--- src/rtl/set_job_scheduler_if.sv ---
// Requester + engine handshake bundle for set_job_scheduler.
// slave = scheduler side, master = requesters/engine side.
interface set_job_scheduler_if;
  logic [1:0] req_vld;
  logic [7:0] req0_central;
  logic [3:0] req0_radius;
  logic [7:0] req1_central;
  logic [3:0] req1_radius;
  logic [1:0] req_ack;
  logic       set_en;
  logic [7:0] set_central;
  logic [3:0] set_radius;
  logic       set_busy;
  logic       set_valid;
  logic [7:0] set_candidate;
  logic       res_valid;
  logic       res_id;
  logic [7:0] res_candidate;
  logic       sched_busy;
  logic       timeout_err;

  modport slave (
    input  req_vld, req0_central, req0_radius, req1_central, req1_radius,
           set_busy, set_valid, set_candidate,
    output req_ack, set_en, set_central, set_radius,
           res_valid, res_id, res_candidate, sched_busy, timeout_err
  );

  modport master (
    output req_vld, req0_central, req0_radius, req1_central, req1_radius,
           set_busy, set_valid, set_candidate,
    input  req_ack, set_en, set_central, set_radius,
           res_valid, res_id, res_candidate, sched_busy, timeout_err
  );
endinterface

--- src/rtl/set_job_scheduler.sv ---
// Round-robin sharing of one SET candidate-counting engine between two requesters.
// Optional SET_SCHED_TIMEOUT_EN: WAIT budget of TIMEOUT_CYC cycles, expiry returns 8'hFF with timeout_err.
module set_job_scheduler #(
  parameter int unsigned TIMEOUT_CYC = 255
) (
  input logic                clk,
  input logic                rst,
  set_job_scheduler_if.slave sif
);
  typedef enum logic [1:0] {IDLE, ISSUE, WAIT, DONE} state_t;
  typedef struct packed {
    logic [7:0] central;
    logic [3:0] radius;
  } job_t;

  state_t     state;
  logic       rr_ptr;
  logic       id;
  logic       gnt;
  logic       to_hit;
  job_t [1:0] jobs;

  always_comb begin
    jobs[0] = job_t'{central: sif.req0_central, radius: sif.req0_radius};
    jobs[1] = job_t'{central: sif.req1_central, radius: sif.req1_radius};
    // rr_ptr only decides when both requesters contend
    gnt = (sif.req_vld == 2'b11) ? rr_ptr : sif.req_vld[1];
  end

`ifdef SET_SCHED_TIMEOUT_EN
  localparam logic [7:0] TO_LAST = 8'(TIMEOUT_CYC - 1);
  logic [7:0] wait_cnt;

  always_ff @(posedge clk or posedge rst) begin
    if (rst)                                  wait_cnt <= '0;
    else if (state == ISSUE)                  wait_cnt <= '0;
    else if (state == WAIT && !sif.set_valid) wait_cnt <= wait_cnt + 8'd1;
  end

  assign to_hit = (wait_cnt == TO_LAST);
`else
  logic [7:0] unused_cfg;
  assign unused_cfg = 8'(TIMEOUT_CYC);
  assign to_hit     = 1'b0;
`endif

  always_ff @(posedge clk or posedge rst) begin
    if (rst) begin
      state             <= IDLE;
      rr_ptr            <= 1'b0;
      id                <= 1'b0;
      sif.req_ack       <= '0;
      sif.set_en        <= 1'b0;
      sif.set_central   <= '0;
      sif.set_radius    <= '0;
      sif.res_valid     <= 1'b0;
      sif.res_id        <= 1'b0;
      sif.res_candidate <= '0;
      sif.sched_busy    <= 1'b0;
      sif.timeout_err   <= 1'b0;
    end else begin
      sif.req_ack     <= '0;
      sif.set_en      <= 1'b0;
      sif.res_valid   <= 1'b0;
      sif.timeout_err <= 1'b0;
      unique case (state)
        IDLE: if (|sif.req_vld && !sif.set_busy) begin
          id              <= gnt;
          sif.set_central <= jobs[gnt].central;
          sif.set_radius  <= jobs[gnt].radius;
          sif.req_ack     <= gnt ? 2'b10 : 2'b01;
          sif.set_en      <= 1'b1;
          sif.sched_busy  <= 1'b1;
          state           <= ISSUE;
        end
        ISSUE: begin
          rr_ptr <= ~id;
          state  <= WAIT;
        end
        // a real result on the last budget cycle takes priority over the timeout
        WAIT: if (sif.set_valid || to_hit) begin
          sif.res_valid     <= 1'b1;
          sif.res_id        <= id;
          sif.res_candidate <= sif.set_valid ? sif.set_candidate : 8'hFF;
          sif.timeout_err   <= !sif.set_valid;
          state             <= DONE;
        end
        DONE: begin
          sif.sched_busy <= 1'b0;
          state          <= IDLE;
        end
        default: state <= IDLE;
      endcase
    end
  end
endmodule

--- src/flat_wrapper.sv ---
// flat-port wrapper written by rule: the top's interface ports become plain ports
module set_job_scheduler_flat 
#(
  parameter int unsigned TIMEOUT_CYC = 255
)
  (clk, rst, sif_req_vld, sif_req0_central, sif_req0_radius, sif_req1_central, sif_req1_radius, sif_set_busy, sif_set_valid, sif_set_candidate, sif_req_ack, sif_set_en, sif_set_central, sif_set_radius, sif_res_valid, sif_res_id, sif_res_candidate, sif_sched_busy, sif_timeout_err);
  set_job_scheduler_if sif_i ();
  input logic clk;
  input logic rst;
  input wire logic [$bits(sif_i.req_vld)-1:0] sif_req_vld;
  input wire logic [$bits(sif_i.req0_central)-1:0] sif_req0_central;
  input wire logic [$bits(sif_i.req0_radius)-1:0] sif_req0_radius;
  input wire logic [$bits(sif_i.req1_central)-1:0] sif_req1_central;
  input wire logic [$bits(sif_i.req1_radius)-1:0] sif_req1_radius;
  input wire logic [$bits(sif_i.set_busy)-1:0] sif_set_busy;
  input wire logic [$bits(sif_i.set_valid)-1:0] sif_set_valid;
  input wire logic [$bits(sif_i.set_candidate)-1:0] sif_set_candidate;
  output wire logic [$bits(sif_i.req_ack)-1:0] sif_req_ack;
  output wire logic [$bits(sif_i.set_en)-1:0] sif_set_en;
  output wire logic [$bits(sif_i.set_central)-1:0] sif_set_central;
  output wire logic [$bits(sif_i.set_radius)-1:0] sif_set_radius;
  output wire logic [$bits(sif_i.res_valid)-1:0] sif_res_valid;
  output wire logic [$bits(sif_i.res_id)-1:0] sif_res_id;
  output wire logic [$bits(sif_i.res_candidate)-1:0] sif_res_candidate;
  output wire logic [$bits(sif_i.sched_busy)-1:0] sif_sched_busy;
  output wire logic [$bits(sif_i.timeout_err)-1:0] sif_timeout_err;
  assign sif_i.req_vld = sif_req_vld;
  assign sif_i.req0_central = sif_req0_central;
  assign sif_i.req0_radius = sif_req0_radius;
  assign sif_i.req1_central = sif_req1_central;
  assign sif_i.req1_radius = sif_req1_radius;
  assign sif_i.set_busy = sif_set_busy;
  assign sif_i.set_valid = sif_set_valid;
  assign sif_i.set_candidate = sif_set_candidate;
  assign sif_req_ack = sif_i.req_ack;
  assign sif_set_en = sif_i.set_en;
  assign sif_set_central = sif_i.set_central;
  assign sif_set_radius = sif_i.set_radius;
  assign sif_res_valid = sif_i.res_valid;
  assign sif_res_id = sif_i.res_id;
  assign sif_res_candidate = sif_i.res_candidate;
  assign sif_sched_busy = sif_i.sched_busy;
  assign sif_timeout_err = sif_i.timeout_err;
  set_job_scheduler #(.TIMEOUT_CYC(TIMEOUT_CYC)) u_core (.clk(clk), .rst(rst), .sif(sif_i));
endmodule
--- config.mk ---
export PLATFORM = sky130hd
export DESIGN_NAME = set_job_scheduler_flat
export DESIGN_NICKNAME = d
export VERILOG_FILES = /design/src/rtl/set_job_scheduler_if.sv /design/src/rtl/set_job_scheduler.sv /design/src/flat_wrapper.sv
export SDC_FILE = /design/constraint.sdc
export NUM_CORES = 1
export LEC_CHECK = 0
export ABC_AREA = 1
export ABC_CLOCK_PERIOD_IN_PS = 1300
export BUFFER_PORTS_ARGS = -buffer_cell sky130_fd_sc_hd__buf_2
export CORE_MARGIN = 5
export CORE_UTILIZATION = 45
export DETAILED_ROUTE_END_ITERATION = 16
export PLACE_DENSITY = 0.77
export SLEW_MARGIN = 20
export SYNTH_ARGS = -nofsm -noshare
export SYNTH_HDL_FRONTEND = slang
export SYNTH_SLANG_ARGS = --single-unit
--- constraint.sdc ---
create_clock -name clk -period 1.3 [get_ports clk]
set_input_delay 0 -clock clk [delete_from_list [all_inputs] [get_ports clk]]
set_output_delay 0 -clock clk [all_outputs]
set_load 0.03 [all_outputs]
==> results.cfg <==
[outcome]
status = finished with violations
violations = negative hold slack

[yosys]
syn_inst = 177
syn_area_per_cell_um2 = 7.95
ys_seq_area_share_pct = 53.3
synth.distinct_cells = 19
yosysWarnings = 0
synth_area_um2 = 1410
ys_ff_latch = 30
synth_nets = 219

[drt]
drtIter0Drc = 58
drc = 0
dr.pass1.iters = 4
routedWlPerCell_um = 12.5
via_count = 1470
ant_nets = 0
viasPerCell = 4.57
wirelength_um = 4020

[power_and_ir_drop]
leakage_nw = 1.26
intPower_mw = 2.40
combPwrFrac_pct = 52.3
power.density_nw_per_um2 = 2050
power_frac_clock_pct = 13.3
p_sw_share_pct = 45.8
p_switching_mw = 2.03
vdd_drop_max_mv = 1.01
power.share.sequential_pct = 34.4

[setup_path]
crit_slowest_cell = dfrtp_1
critPathRequiredTime_ns = 1.52
crit_path_frequent_cell = nand2_1
crit_fanout = 7
crit_buf_inv = 2
cp_slowest_stage_delay_ns = 0.42
crit_chain = inv_1, ha_2, nand3_4, buf_4, nand2_1, nand2_1
crit_path_end_kind = register
crit_type = reg2reg
worstSetupStartpoint = u_core.state[1]$_DFFE_PP0P_
cp-start-kind = register
reg2reg_from = u_core.state[1]$_DFFE_PP0P_
crit_family = flip-flops
arrival_ns = 1.47

[place]
dp_hpwl_um = 2490
gp_congestion = 0.762
io_buffers = 63
placed_area_um2 = 1810

[sta]
max_freq_mhz = 797
setup_viol_count_final = 0
min_period_ns = 1.26
holdWs_ns = -0.00502
final-hold-violation-count = 3
drv_slew = 0
rsz0062_at_grt = yes
finalCritPeriodShare_pct = 96.6
finalClockSkew_ns = 0.0114

[floorplan]
floorplan.initialDensity_pct = 46.5
core-area_um2 = 3030
io_pins = 65
die_area_um2 = 4350
fp.dieH_um = 65.9
fp-row-count = 20
die_w_um = 65.9

[layout]
final_nets = 319
fin_util_pct = 71.4
area_growth_pct = 53.5
design_area_um2 = 2160
antenna_cells = 0
drive_above_1_share_pct = 34.5
final_cell_mix = nand2_1 (97), buf_2 (63), dfrtp_1 (30)
final_common_cell = nand2_1

[global_route]
grt_pass1_vias = 1365
gr-usage-all-layers_pct = 19.4
grt_max_degree = 31
grt_pass1_wl_um = 6260
antenna_found_initial = 0
overflow = 0

[clock_tree]
clock-sinks = 30
clk_pin_slew_worst_paths_ns = 0.10
clock_latency_ns = 0.33
cts_buffers = 5
cts_tree = yes
clockBufferDepth = 2
cts_root_buf = clkbuf_4
htreeDepth = 2

[min_path]
hold_path_class = in2reg
min_from = sif_req1_radius[2]

[flow_run]
maxCapViolCount = 0
[power groups by stage]
stage | clock, mW | sequential [mW] | combinational [mW]
after floorplan | 0 | 2.20 | 0.810
after global placement | 0 | 1.53 | 2.11
after detailed placement | 0 | 1.52 | 2.16
after CTS | 0.593 | 1.51 | 2.22
after global routing | 0.652 | 1.57 | 2.54
final | 0.592 | 1.53 | 2.32
[cell type report]
type	instances	area, um2
Multi-Input combinational cell	128	574
Timing Repair Buffer	100	666
Clock buffer	6	51.3
Sequential cell	30	751
Fill cell	233	867
Clock inverter	2	12.5
Inverter	12	51.3
Tap cell	44	55.1
[per-layer routing]
layer / track usage, % / wire length [um] / vias to the layer above / part of all wire [%]
met5: 0 / 0 / - / 0
met2: 30.9 / 2000 / 55 / 50
met3: 7.99 / 291 / 10 / 7.2
li1: - / - / 737 / -
met4: 9.64 / 98 / 0 / 2.4
met1: 22.3 / 1630 / 668 / 40
[per-stage QoR]
step / setup TNS, ns / std cells / setup WS [ns] / total power, mW / hold WS (ns)
global placement: 0 / 285 / 0.0709 / 3.64 / 0.0881
finish: 0 / 322 / 0.0447 / 4.44 / -0.00502
global route: -0.0948 / 322 / -0.0277 / 4.77 / 0.000390
floorplan: 0 / 177 / 0.0996 / 3.01 / 0.0908
CTS: 0 / 316 / 0.00651 / 4.32 / 0.000862
detailed placement: 0 / 285 / 0.0209 / 3.69 / 0.0904
[path summary, 6_finish.rpt]
| check | end | slack, ns | depth (start not counted) |
|---|---|---|---|
| min in group asynchronous | u_core.sif.set_radius[0]$_DFFE_PP0P_ | 0.29 | 4 |
| setup reg to reg | u_core.sif.set_central[3]$_DFFE_PP0P_ | 0.04 | 6 |
| hold reg to reg | u_core.sif.res_candidate[3]$_DFFE_PP0P_ | 0.48 | 2 |
| max in group asynchronous | u_core.sif.res_id$_DFFE_PP0P_ | 0.73 | 4 |
| hold / removal | u_core.sif.set_radius[2]$_DFFE_PP0P_ | -0.005 | 5 |
| setup / recovery | u_core.sif.set_central[3]$_DFFE_PP0P_ | 0.04 | 6 |
[worst reg2reg max path: cells and delay by family, from the launching register on]
kind / cells / cell delay (ns)
flip-flops: 1 / 0.42
adder cells (fa/ha/maj): 1 / 0.21
AND/OR/NAND/NOR: 3 / 0.24
buffers and inverters: 2 / 0.27
[logic make-up after synthesis]
logic type,Yosys count,synth area share (%)
other,1,0.266
flip-flops,30,53.3
AND/OR/NAND/NOR,118,34.4
AO/OA/AOI/OAI,5,2.04
adder cells (fa/ha/maj),4,3.56
buffers and inverters,19,6.40
[what timing repair did]
| item | CTS | global route |
|---|---|---|
| hold buffers | 23 | 1 |
| gates resized for setup | 0 | 6 |
| endpoints found under the hold margin | 50 | 1 |
| setup buffers | 0 | 5 |
| endpoints found under the setup margin | 0 | 23 |
[sequential cells by signal, summed over array words and instances, names as in the netlist]
signal	cells
u_core.sif.req_ack	2
u_core.state	2
u_core.id	1
u_core.sif.set_radius	4
u_core.sif.res_valid	1
u_core.rr_ptr	1
u_core.sif.res_id	1
u_core.sif.sched_busy	1
u_core.sif.set_en	1
u_core.sif.res_candidate	8
u_core.sif.set_central	8
[cells in the mapped netlist]
cell type | n | area (um2)
buf_4 | 2 | 15.0
clkinv_1 | 1 | 3.75
buf_2 | 3 | 15.0
and2_1 | 1 | 6.26
nand2_2 | 1 | 6.26
o21ai_0 | 4 | 20.0
clkbuf_1 | 1 | 3.75
nand3_4 | 1 | 17.5
inv_2 | 2 | 7.51
nor2_1 | 1 | 3.75
buf_6 | 1 | 11.3
nand2_1 | 98 | 368
inv_1 | 9 | 33.8
nand3_1 | 14 | 70.1
conb_1 | 1 | 3.75
dfrtp_1 | 30 | 751
ha_1 | 4 | 50.1
or2_2 | 2 | 12.5
a21oi_2 | 1 | 8.76
Note: power is estimated with default switching activity, not from simulation.
